--- config.mk ---
export PLATFORM = sky130hd
export DESIGN_NAME = fetch_unit
export DESIGN_NICKNAME = d
export VERILOG_FILES = /design/src/rtl/fetch_unit.sv
export SDC_FILE = /design/constraint.sdc
export NUM_CORES = 1
export LEC_CHECK = 0
export CAP_MARGIN = 20
export CORE_ASPECT_RATIO = 0.7
export CORE_MARGIN = 3
export CORE_UTILIZATION = 40
export DETAILED_ROUTE_END_ITERATION = 10
export DONT_BUFFER_PORTS = 1
export PLACE_DENSITY = 0.65
export SYNTH_ARGS = -nofsm -noshare
export SYNTH_HDL_FRONTEND = slang
export SYNTH_SLANG_ARGS = --single-unit
--- constraint.sdc ---
create_clock -name clk -period 2.1 [get_ports clk]
set_clock_uncertainty 0.05 [all_clocks]
set_input_delay 0.21 -clock clk [delete_from_list [all_inputs] [get_ports clk]]
set_output_delay 0.21 -clock clk [all_outputs]
set_load 0.05 [all_outputs]
--- src/rtl/fetch_unit.sv ---
// Instruction fetch stage: one outstanding memory read at a time, a one-entry
// output register toward decode, and redirect/flush handling from execute.
module fetch_unit #(
    parameter logic [31:0] RESET_PC = 32'h0000_0000
) (
    input  logic        clk,
    input  logic        rst,
    output logic        imem_req,
    output logic [31:0] imem_addr,
    input  logic [31:0] imem_rdata,
    input  logic        imem_valid,
    input  logic        redirect,
    input  logic [31:0] redirect_pc,
    output logic        out_valid,
    input  logic        out_ready,
    output logic [31:0] out_instr,
    output logic [31:0] out_pc
);

    typedef enum logic [1:0] {
        S_FETCH = 2'd0,
        S_WAIT  = 2'd1,
        S_HOLD  = 2'd2
    } state_e;

    state_e      state_q, state_d;
    logic [31:0] pc_q, pc_d;
    logic        kill_q, kill_d;
    logic        out_valid_q, out_valid_d;
    logic [31:0] out_instr_q, out_instr_d;
    logic [31:0] out_pc_q, out_pc_d;
    logic [31:0] redirect_tgt;

    assign redirect_tgt = {redirect_pc[31:2], 2'b00};

    always_comb begin
        // NOTE: every _d starts from its _q so no branch can infer a latch.
        state_d     = state_q;
        pc_d        = pc_q;
        kill_d      = kill_q;
        out_valid_d = out_valid_q;
        out_instr_d = out_instr_q;
        out_pc_d    = out_pc_q;

        case (state_q)
            S_FETCH: begin
                if (redirect) begin
                    pc_d = redirect_tgt;
                end else begin
                    state_d = S_WAIT;
                end
            end
            S_WAIT: begin
                if (redirect) begin
                    pc_d = redirect_tgt;
                    if (imem_valid) begin
                        kill_d  = 1'b0;
                        state_d = S_FETCH;
                    end else begin
                        kill_d  = 1'b1;
                    end
                end else if (imem_valid) begin
                    if (kill_q) begin
                        // Response belongs to a flushed request; refetch from the new pc.
                        kill_d  = 1'b0;
                        state_d = S_FETCH;
                    end else begin
                        out_instr_d = imem_rdata;
                        out_pc_d    = pc_q;
                        out_valid_d = 1'b1;
                        pc_d        = pc_q + 32'd4;
                        state_d     = S_HOLD;
                    end
                end
            end
            S_HOLD: begin
                if (redirect) begin
                    out_valid_d = 1'b0;
                    pc_d        = redirect_tgt;
                    state_d     = S_FETCH;
                end else if (out_ready) begin
                    out_valid_d = 1'b0;
                    state_d     = S_FETCH;
                end
            end
            default: begin
                state_d = S_FETCH;
            end
        endcase
    end

    always_ff @(posedge clk) begin
        if (rst) begin
            state_q     <= S_FETCH;
            pc_q        <= RESET_PC;
            kill_q      <= 1'b0;
            out_valid_q <= 1'b0;
            out_instr_q <= 32'h0;
            out_pc_q    <= 32'h0;
        end else begin
            // NOTE: non-blocking so every flop updates from the same pre-edge values.
            state_q     <= state_d;
            pc_q        <= pc_d;
            kill_q      <= kill_d;
            out_valid_q <= out_valid_d;
            out_instr_q <= out_instr_d;
            out_pc_q    <= out_pc_d;
        end
    end

    assign imem_req  = (state_q == S_FETCH) && !redirect && !rst;
    assign imem_addr = pc_q;
    assign out_valid = out_valid_q;
    assign out_instr = out_instr_q;
    assign out_pc    = out_pc_q;

endmodule

==> results_dict.tcl, run 1 <==
set metrics [dict create \
    status "completed" \
    p_leak_nw 1.889 \
    final_layout_size_suffix_gt1_frac 0.1363 \
    tns_ns 0 \
    hold_path_class "in2reg" \
    design.core.area_mm2 0.01051 \
    crit_path_start "imem_addr[2]$_SDFFE_PP0P_" \
    cts_tree "yes" \
    wl_met3_um 1663 \
    ctsResizeCount 0 \
    cp.arrival_ns 2.16 \
    root_buffer "clkbuf_16" \
    rsz0062_at_grt "no" \
    hold_viol_final 0 \
    via_per_inst 5.715 \
    grt_pass1_wl_um 22910 \
    postCtsSetupBuffers 0 \
    seq_area_frac_synth 0.4382 \
    nets 697 \
    dp_cells 726 \
    cts.clk_slew.worst_paths_ns 0.07 \
    numCtsBuffers 9 \
    reg2reg_from "imem_addr[2]$_SDFFE_PP0P_" \
    route.detailed.drc 0 \
    period_share 0.9248 \
    grt.overflow.total 0 \
    ir_drop_uv 419.8 \
    synthAdderAreaFrac 0.002853 \
    finalCriticalPeriod_ns 1.942 \
    grt_max_degree 92 \
    powerDensity_mw_per_mm2 804.8 \
    diodes 0 \
    synth.ff_latch_count 96 \
    cap_violations 0 \
    routed-wl-met2_um 6228 \
    top_layer "met4" \
    hp-start "redirect_pc[14]" \
    avgSynthCellArea_um2 7.587 \
    cp-start-kind "flop" \
    grt_usage 0.2318 \
    gp_congestion 0.8959 \
    yosys.area_share.xor_xnor 0 \
    numClockSinks 96 \
    start_util 0.4172 \
    io_buffer_count 0 \
    synth_enable_flop_cells 0 \
    die_height_um 93.61 \
    antenna_found_initial 0 \
    synth-simple-area-share 0.2799 \
    ys_types 58 \
    drtIter0Drc 474 \
    fmax_mhz 514.9 \
    clock_latency_ns 0.35 \
    drv_slew 0 \
    fillCellCount 961 \
    slew_headroom 0.6039 \
    clockBufferDepth 2 \
    synth_compound_area_frac 0.2146 \
    ant_nets 0 \
    synthMuxAreaShare 0.009415 \
    die_w_um 131.2 \
    setup_viol 0 \
    grt_pass1_vias 4281 \
    cp_max_fo 5 \
    worstMarginPinSlew_ns 0.5920 \
    dieArea_mm2 0.01228 \
    ys.flop_type "dfxtp_1" \
    vias 4452 \
    syn_area_mm2 0.004385 \
    syn_inst 578 \
    drt-met1-wl_um 6147 \
    critPathCaptureType "flop" \
    io_pins 167 \
    worst_ep_required_time_ns 2.32 \
    synthToLayoutAreaGrowth_pct 24.22 \
    routed_wl_um 14290 \
    drt_first_pass_iters 5 \
    dp_hpwl_um 9481 \
    h-tree-depth 3 \
    yosys_warnings 0 \
    path_class "reg2reg" \
    final_cells 779 \
    wl_per_cell_um 18.34 \
    synthArstFlopShare 0 \
    synth_top_family_by_area "simple AND/OR/NAND/NOR gates" \
    row_count 31 \
    finalCoreUtilization 0.5183 \
]
synthesized netlist by cell type, types with 2 or more instances:
cell / instances / area, um2
mux2i_1: 3 / 30.03
o21bai_1: 2 / 15.01
o311ai_1: 3 / 26.28
buf_1: 3 / 11.26
a31oi_1: 7 / 43.79
a21o_1: 3 / 22.52
a21oi_1: 92 / 460.4
nand3b_1: 2 / 15.01
or4_1: 2 / 15.01
nor3_1: 4 / 20.02
o21a_1: 3 / 22.52
nand3_1: 23 / 115.1
or2_2: 2 / 12.51
dfxtp_1: 96 / 1922
a211oi_1: 5 / 37.54
nand2_1: 147 / 551.8
a32oi_1: 7 / 61.31
nand4_1: 12 / 75.07
nor4_1: 5 / 31.28
nand2b_1: 7 / 43.79
inv_1: 2 / 7.510
and3_1: 2 / 12.51
clkbuf_1: 25 / 93.84
buf_4: 4 / 30.03
nor2_1: 35 / 131.4
o22ai_1: 5 / 31.28
o221a_2: 2 / 22.52
or3_1: 8 / 50.05
a22oi_1: 2 / 15.01
o21ai_0: 14 / 70.07
nor2b_1: 6 / 37.54
buf_2: 19 / 95.09
area by class of cell:
cell class	instances	area (um2)	area share
clock inverters	4	53.80	0.009876
clock buffers	11	242.7	0.04456
repair buffers	86	770.7	0.1415
multi-input cells	432	2257	0.4143
inverters	2	7.507	0.001378
flip-flops and latches	96	1931	0.3544
well taps	148	185.2	0.03399
cell usage in the layout (no fill, tap or decap), types with 3 or more instances in the layout:
cell type / netlist / routed
buf_4: 4 / 47
dfxtp_2: 0 / 7
nor2_1: 35 / 34
a21o_1: 3 / 3
nor2b_1: 6 / 6
o21ai_0: 14 / 13
nand3_1: 23 / 23
clkbuf_16: 0 / 9
nand4_1: 12 / 12
a32oi_1: 7 / 7
a31oi_1: 7 / 7
nor3_1: 4 / 4
dfxtp_1: 96 / 89
a211oi_1: 5 / 5
mux2i_1: 3 / 3
o21a_1: 3 / 3
dlygate4sd3_1: 0 / 37
conb_1: 1 / 4
nor4_1: 5 / 4
o22ai_1: 5 / 5
nand2_1: 147 / 147
or3_1: 8 / 8
nand2b_1: 7 / 6
a21oi_1: 92 / 92
o311ai_1: 3 / 3
kinds of logic after synthesis:
| group | count (synthesis) |
|---|---|
| compound gates | 158 |
| simple gates | 265 |
| other cells | 1 |
| mux | 4 |
| fa+ha+maj | 1 |
| buf+inv | 53 |
| flops | 96 |
what timing repair did:
| action | CTS | global route |
|---|---|---|
| hold endpoints to repair | 91 | 0 |
| endpoints found under the setup margin | 0 | 2 |
| hold buffers | 38 | 0 |
metal layers:
layer / up-vias / track usage
met5: - / 0
met4: 0 / 0.07517
met3: 22 / 0.1070
met2: 225 / 0.3504
met1: 2094 / 0.2950
li1: 2111 / -
path summary, 6_finish.rpt:
check                          endpoint  cells after the start  slack, ns
max          imem_addr[20]$_SDFFE_PP0P_                      6       0.16
min          imem_addr[14]$_SDFFE_PP0P_                      2       0.02
max reg2reg  imem_addr[20]$_SDFFE_PP0P_                      6       0.16
min reg2reg         kill_q$_SDFFE_PP0P_                      2       0.51
through the flow:
step                setup slack (ns)  hold slack (ns)  instance area (um2)  power, W
floorplan                    0.01766           0.2568                 4412  0.002526
global placement              0.2165           0.2411                 4753  0.002643
detailed placement            0.1640           0.2424                 4753  0.002656
CTS                           0.1431         0.008671                 5448  0.004414
global route                 0.02630          0.01548                 5448  0.004569
finish                        0.1579          0.01843                 5448  0.004384
sequential cells by signal (all words and copies together) (netlist names):
name / count
state_q: 2
out_valid: 1
out_instr: 32
imem_addr: 30
out_pc: 30
kill_q: 1
report_power, final:
part	total (W)	switching [W]	internal, W
clock	0.00167	0.000717	0.000954
sequential	0.00203	0.000136	0.00189
combinational	0.000685	0.000453	0.000232
total	0.00438	0.00131	0.00308
critical path: stages, from the launching register on:
cell     delay, ns
dfxtp_2       0.33
ha_1          0.21
nand3_2       0.15
nor4_4        0.43
nand3_1       0.16
or3_1         0.34
a31oi_1       0.20
No activity file was read; power rests on OpenSTA's default activity.
==> run 2, diff against run 1 <==
--- a/config.mk
+++ b/config.mk
@@ -7,8 +7,8 @@
 export LEC_CHECK = 0
 export CAP_MARGIN = 20
 export CORE_ASPECT_RATIO = 0.7
-export CORE_MARGIN = 3
 export CORE_UTILIZATION = 40
+export CTS_BUF_LIST = sky130_fd_sc_hd__clkbuf_4
 export DETAILED_ROUTE_END_ITERATION = 10
 export DONT_BUFFER_PORTS = 1
 export PLACE_DENSITY = 0.65
==> constraint.sdc (replaced) <==
create_clock -name clk -period 1.9 [get_ports clk]
set_clock_uncertainty 0.05 [all_clocks]
set_input_delay 0.19 -clock clk [delete_from_list [all_inputs] [get_ports clk]]
set_output_delay 0.19 -clock clk [all_outputs]
set_load 0.05 [all_outputs]
==> run 2 against run 1 <==
The run now ends with hold timing left. Global-route usage shrank 0.72 points. Total power shrank 6.9%. Sequential power grew 11%. Via count shrank 4.1%. Hold slack lost 0.29 ns. Critical path depth grew 1. Cell count shrank 3.6%. Count of clock-buffer cells in the layout shrank 2. Utilization shrank 3.5 points. Critical path type unchanged. Critical endpoint is now imem_addr[16]$_SDFFE_PP0P_.
==> results_dict.tcl, run 2 (same netlist as run 1, synthesis figures left out) <==
set metrics [dict create \
    synthToLayoutAreaGrowth_pct 15.92 \
    die_w_um 127.2 \
    ant_nets 0 \
    ir_drop_uv 454.6 \
    slew_headroom 0.6171 \
    die_height_um 89.61 \
    grt_usage 0.2246 \
    clock_latency_ns 0.47 \
    root_buffer "clkbuf_4" \
    holdWs_ns -0.2729 \
    tns_ns 0 \
    fmax_mhz 540.0 \
    wl_per_cell_um 17.49 \
    cap_violations 0 \
    route.detailed.drc 0 \
    routed_wl_um 13140 \
    start_util 0.4172 \
    diodes 0 \
    seq_area_mm2 0.001956 \
    via_per_inst 5.683 \
    setup_viol 0 \
    drtIter0Drc 212 \
    worst_ep_required_time_ns 2.25 \
    grt_pass1_wl_um 19730 \
    cts_hold_buf 2 \
    status "finished with violations" \
    worstMarginPinSlew_ns 0.5743 \
    numClockSinks 96 \
    io_pins 167 \
    grt_max_degree 102 \
    drt_first_pass_iters 5 \
    numCtsBuffers 9 \
    dieArea_mm2 0.01139 \
    seqPwrFrac 0.550 \
    design.core.area_mm2 0.01051 \
    row_count 31 \
    final_layout_size_suffix_gt1_frac 0.1857 \
    period_share 0.9746 \
    layout_common_cells "nand2_1, a21oi_1, dfxtp_1" \
    dp_cells 731 \
    antenna_found_initial 0 \
    fillCellCount 1035 \
    vias 4268 \
    p_int_w 0.002730 \
    final_common_cell "nand2_1" \
    cp-start-kind "flop" \
    h-tree-depth 3 \
    comb_power_share 0.165 \
    place_area_mm2 0.004865 \
    p_leak_nw 1.746 \
    cts.clk_slew.worst_paths_ns 0.15 \
    hold_path_class "in2reg" \
    dp_hpwl_um 9142 \
    hold_viol_final 93 \
    clockBufferDepth 2 \
    grt.overflow.total 0 \
    largest_reg_flops 32 \
    cts_tree "yes" \
    rsz0062_at_grt "yes" \
    final_cells 751 \
    grt_pass1_vias 3822 \
    io_buffer_count 0 \
    p_switching_w 0.001350 \
    gp_congestion 0.8302 \
    violations "hold timing" \
    path_class "reg2reg" \
    nets 668 \
    multiInputGateArea_mm2 0.002302 \
    p_clk_frac 0.284 \
    powerDensity_mw_per_mm2 802.7 \
    design_area_mm2 0.005084 \
    drv_slew 0 \
    cp_max_fo 4 \
    cp.arrival_ns 2.20 \
    power.share.switching 0.3309 \
    finalCriticalPeriod_ns 1.852 \
    critPathCaptureType "flop" \
]
[run 2: cell count changes in the layout (fill, tap and decap cells not counted), sizes merged]
cell / previous run / this run
clkbuf: 11 / 9
dlygate4sd3: 37 / 2
inv: 3 / 5
buf: 49 / 55
clkinv: 0 / 1
[run 2: worst paths after layout]
kind | slack [ns] | depth (start not counted) | to | start
worst min-delay path | -0.27 | 1 | state_q[1]$_SDFFE_PP0P_ | rst
worst min register to register | 0.42 | 2 | out_pc[17]$_SDFFE_PP0P_ | out_pc[17]$_SDFFE_PP0P_
worst max-delay path | 0.05 | 7 | imem_addr[16]$_SDFFE_PP0P_ | imem_addr[3]$_SDFFE_PP0P_
worst max register to register | 0.05 | 7 | imem_addr[16]$_SDFFE_PP0P_ | imem_addr[3]$_SDFFE_PP0P_
[run 2: metal layers]
layer / track usage / wire length (um)
met3: 0.08590 / 1307
met1: 0.2850 / 5748
met2: 0.3546 / 5893
met5: 0 / 0
met4: 0.07468 / 187
[run 2: timing repair]
item,in CTS,in global routing
hold endpoints to repair,96,94
gates resized for setup,0,7
setup endpoints to repair,0,15
buffers inserted,0,2
[run 2: area by class of cell]
type,count,share of cell area
Tap cell,148,0.03643
Sequential cell,96,0.3847
Multi-Input combinational cell,432,0.4529
Timing Repair Buffer,57,0.09574
Clock buffer,9,0.01329
Inverter,2,0.001477
Clock inverter,7,0.01551
[run 2: worst max-delay path, stage by stage (launching register included)]
cell and delay (ns):
dfxtp_4 0.39, ha_4 0.16, nand3_4 0.11, nor4_4 0.28, buf_4 0.19, nand2_4 0.06
or4_1 0.40, a31oi_1 0.17
[run 2: metrics by stage]
step             util  hold WS (ns)  setup WS, ns  total power, W
2_1_floorplan       -        0.2368     -0.002155        0.002800
3_3_place_gp   0.4628        0.2162        0.1185        0.002936
3_5_place_dp   0.4628        0.2170       0.04710        0.002954
4_1_cts        0.4786       -0.3017       0.02276        0.004127
5_1_grt        0.4836       -0.3189      -0.04995        0.004270
6_report       0.4836       -0.2729       0.04817        0.004081
[run 2: power by group through the flow]
| stage | Clock (W) | Sequential [W] | Combinational [W] |
|---|---|---|---|
| finish | 0.00116 | 0.00225 | 0.000675 |
| global route | 0.00129 | 0.00226 | 0.000726 |
| CTS | 0.00121 | 0.00224 | 0.000672 |
| detailed placement | 0 | 0.00229 | 0.000666 |
| global placement | 0 | 0.00228 | 0.000652 |
| floorplan | 0 | 0.00247 | 0.000328 |
==> run 3, diff against run 2 <==
==> constraint.sdc (replaced) <==
create_clock -name clk -period 2 [get_ports clk]
set_clock_uncertainty 0.05 [all_clocks]
set_input_delay 0.2 -clock clk [delete_from_list [all_inputs] [get_ports clk]]
set_output_delay 0.2 -clock clk [all_outputs]
set_load 0.05 [all_outputs]
==> run 3 against run 2 <==
The run now ends clean. Maximum frequency shrank 2.2%. Wire length is 8.0% higher. Register-to-register slack better by 0.06 ns. Design area grew 10%. Hold slack gained 0.31 ns. Sequential cell count stayed put. Cell count increased by 7.7%. Highest routed layer unchanged.
==> results_dict.tcl, run 3 (same netlist as run 1, synthesis figures left out) <==
set metrics [dict create \
    status "completed" \
    vias 4564 \
    final_cells 809 \
    critPathCaptureType "flop" \
    root_buffer "clkbuf_4" \
    finalCriticalPeriod_ns 1.894 \
    clockBufferDepth 2 \
    tns_ns 0 \
    routed_wl_um 14180 \
    dp_cells 728 \
    cp.arrival_ns 2.24 \
    h-tree-depth 3 \
    grt_pass1_vias 4264 \
    powerDensity_mw_per_mm2 700.6 \
    cts.clk_slew.worst_paths_ns 0.16 \
    die_height_um 89.61 \
    numCtsBuffers 9 \
    grt_usage 0.2454 \
    diodes 0 \
    cts_tree "yes" \
    drt_first_pass_iters 5 \
    worst_slack_ns 0.1059 \
    design.core.area_mm2 0.01051 \
    layout_common_cells "nand2_1, a21oi_1, dfxtp_1" \
    final_layout_size_suffix_gt1_frac 0.1467 \
    drtIter0Drc 378 \
    numClockSinks 96 \
    clock_latency_ns 0.47 \
    worstMarginPinSlew_ns 0.5700 \
    io_buffer_count 0 \
    io_pins 167 \
    final_common_cell "nand2_1" \
    dieArea_mm2 0.01139 \
    synthToLayoutAreaGrowth_pct 27.70 \
    row_count 31 \
    cp-start-kind "flop" \
    path_class "reg2reg" \
    worst_ep_required_time_ns 2.35 \
    grt_pass1_wl_um 21580 \
    hold_path_class "in2reg" \
    largest_reg_flops 32 \
    antenna_found_initial 0 \
    hold_viol_final 0 \
    wl_per_cell_um 17.53 \
    nets 726 \
    route.detailed.drc 0 \
    start_util 0.4172 \
    ir_drop_uv 410.9 \
    slew_headroom 0.6186 \
    grt.overflow.total 0 \
    grt_max_degree 99 \
    dp_hpwl_um 9374 \
    die_w_um 127.2 \
    cap_violations 0 \
    gp_congestion 0.8722 \
    fmax_mhz 527.9 \
    dp_slack_ns 0.03133 \
    via_per_inst 5.642 \
    total_power_w 0.003924 \
    ant_nets 0 \
    fillCellCount 981 \
    cp_max_fo 5 \
    hold-path-cell-count 2 \
    drv_slew 0 \
    p_leak_nw 1.964 \
    period_share 0.9471 \
    reg2reg_slack_ns 0.11 \
    setup_viol 0 \
    r2r_cells 7 \
]
run 3: cell types whose count changed in the layout (fill, tap and decap cells not counted), sizes merged:
cell and change:
buf -3, bufinv -1, clkbuf +1, clkinv +2, clkinvlp -2, dlygate4sd3 +61
run 3: final cells by class:
class / count / area, um2 / area share
clock buffers: 10 / 75.07 / 0.01340
inverters: 2 / 7.507 / 0.001340
clock inverters: 6 / 52.55 / 0.009383
multi-input cells: 432 / 2260 / 0.4035
well taps: 148 / 185.2 / 0.03307
flip-flops and latches: 96 / 1942 / 0.3467
repair buffers: 115 / 1079 / 0.1926
run 3: what timing repair did:
| item | CTS | global route |
|---|---|---|
| endpoints found under the hold margin | 96 | 4 |
| setup endpoints to repair | 0 | 5 |
| hold buffers | 63 | 1 |
| gates resized for setup | 0 | 1 |
| setup buffers | 0 | 1 |
run 3: layer usage:
metal	routed length [um]	vias up	track usage
li1	-	2165	-
met1	6139	2156	0.3035
met2	6415	220	0.3966
met3	1370	23	0.09123
met4	257	0	0.09091
met5	0	-	0
run 3: stage by stage:
step | instance area (um2) | hold slack, ns | util
6_report | 5600 | 0.03836 | 0.5328
5_1_grt | 5600 | 0.04075 | 0.5328
4_1_cts | 5580 | 0.01633 | 0.5309
3_5_place_dp | 4805 | 0.2311 | 0.4571
3_3_place_gp | 4805 | 0.2298 | 0.4571
2_1_floorplan | 4423 | 0.2468 | -
run 3: critical path, stage by stage (launching register included):
cell and delay (ns):
dfxtp_4 0.37, ha_1 0.23, nand3_2 0.15, nor4_4 0.23
buf_4 0.19, nand2_2 0.08, or4_1 0.40, a31oi_1 0.15
run 3: path summary, 6_finish.rpt:
path / startpoint / end
worst max-delay path: imem_addr[2]$_SDFFE_PP0P_ / imem_addr[16]$_SDFFE_PP0P_
worst min-delay path: rst / imem_addr[9]$_SDFFE_PP0P_
worst max register to register: imem_addr[2]$_SDFFE_PP0P_ / imem_addr[16]$_SDFFE_PP0P_
worst min register to register: out_valid$_SDFFE_PP0P_ / out_valid$_SDFFE_PP0P_
run 3: where the power goes:
part	internal, W	switching (W)
combinational	0.000287	0.000503
clock	0.000290	0.000714
sequential	0.00199	0.000139
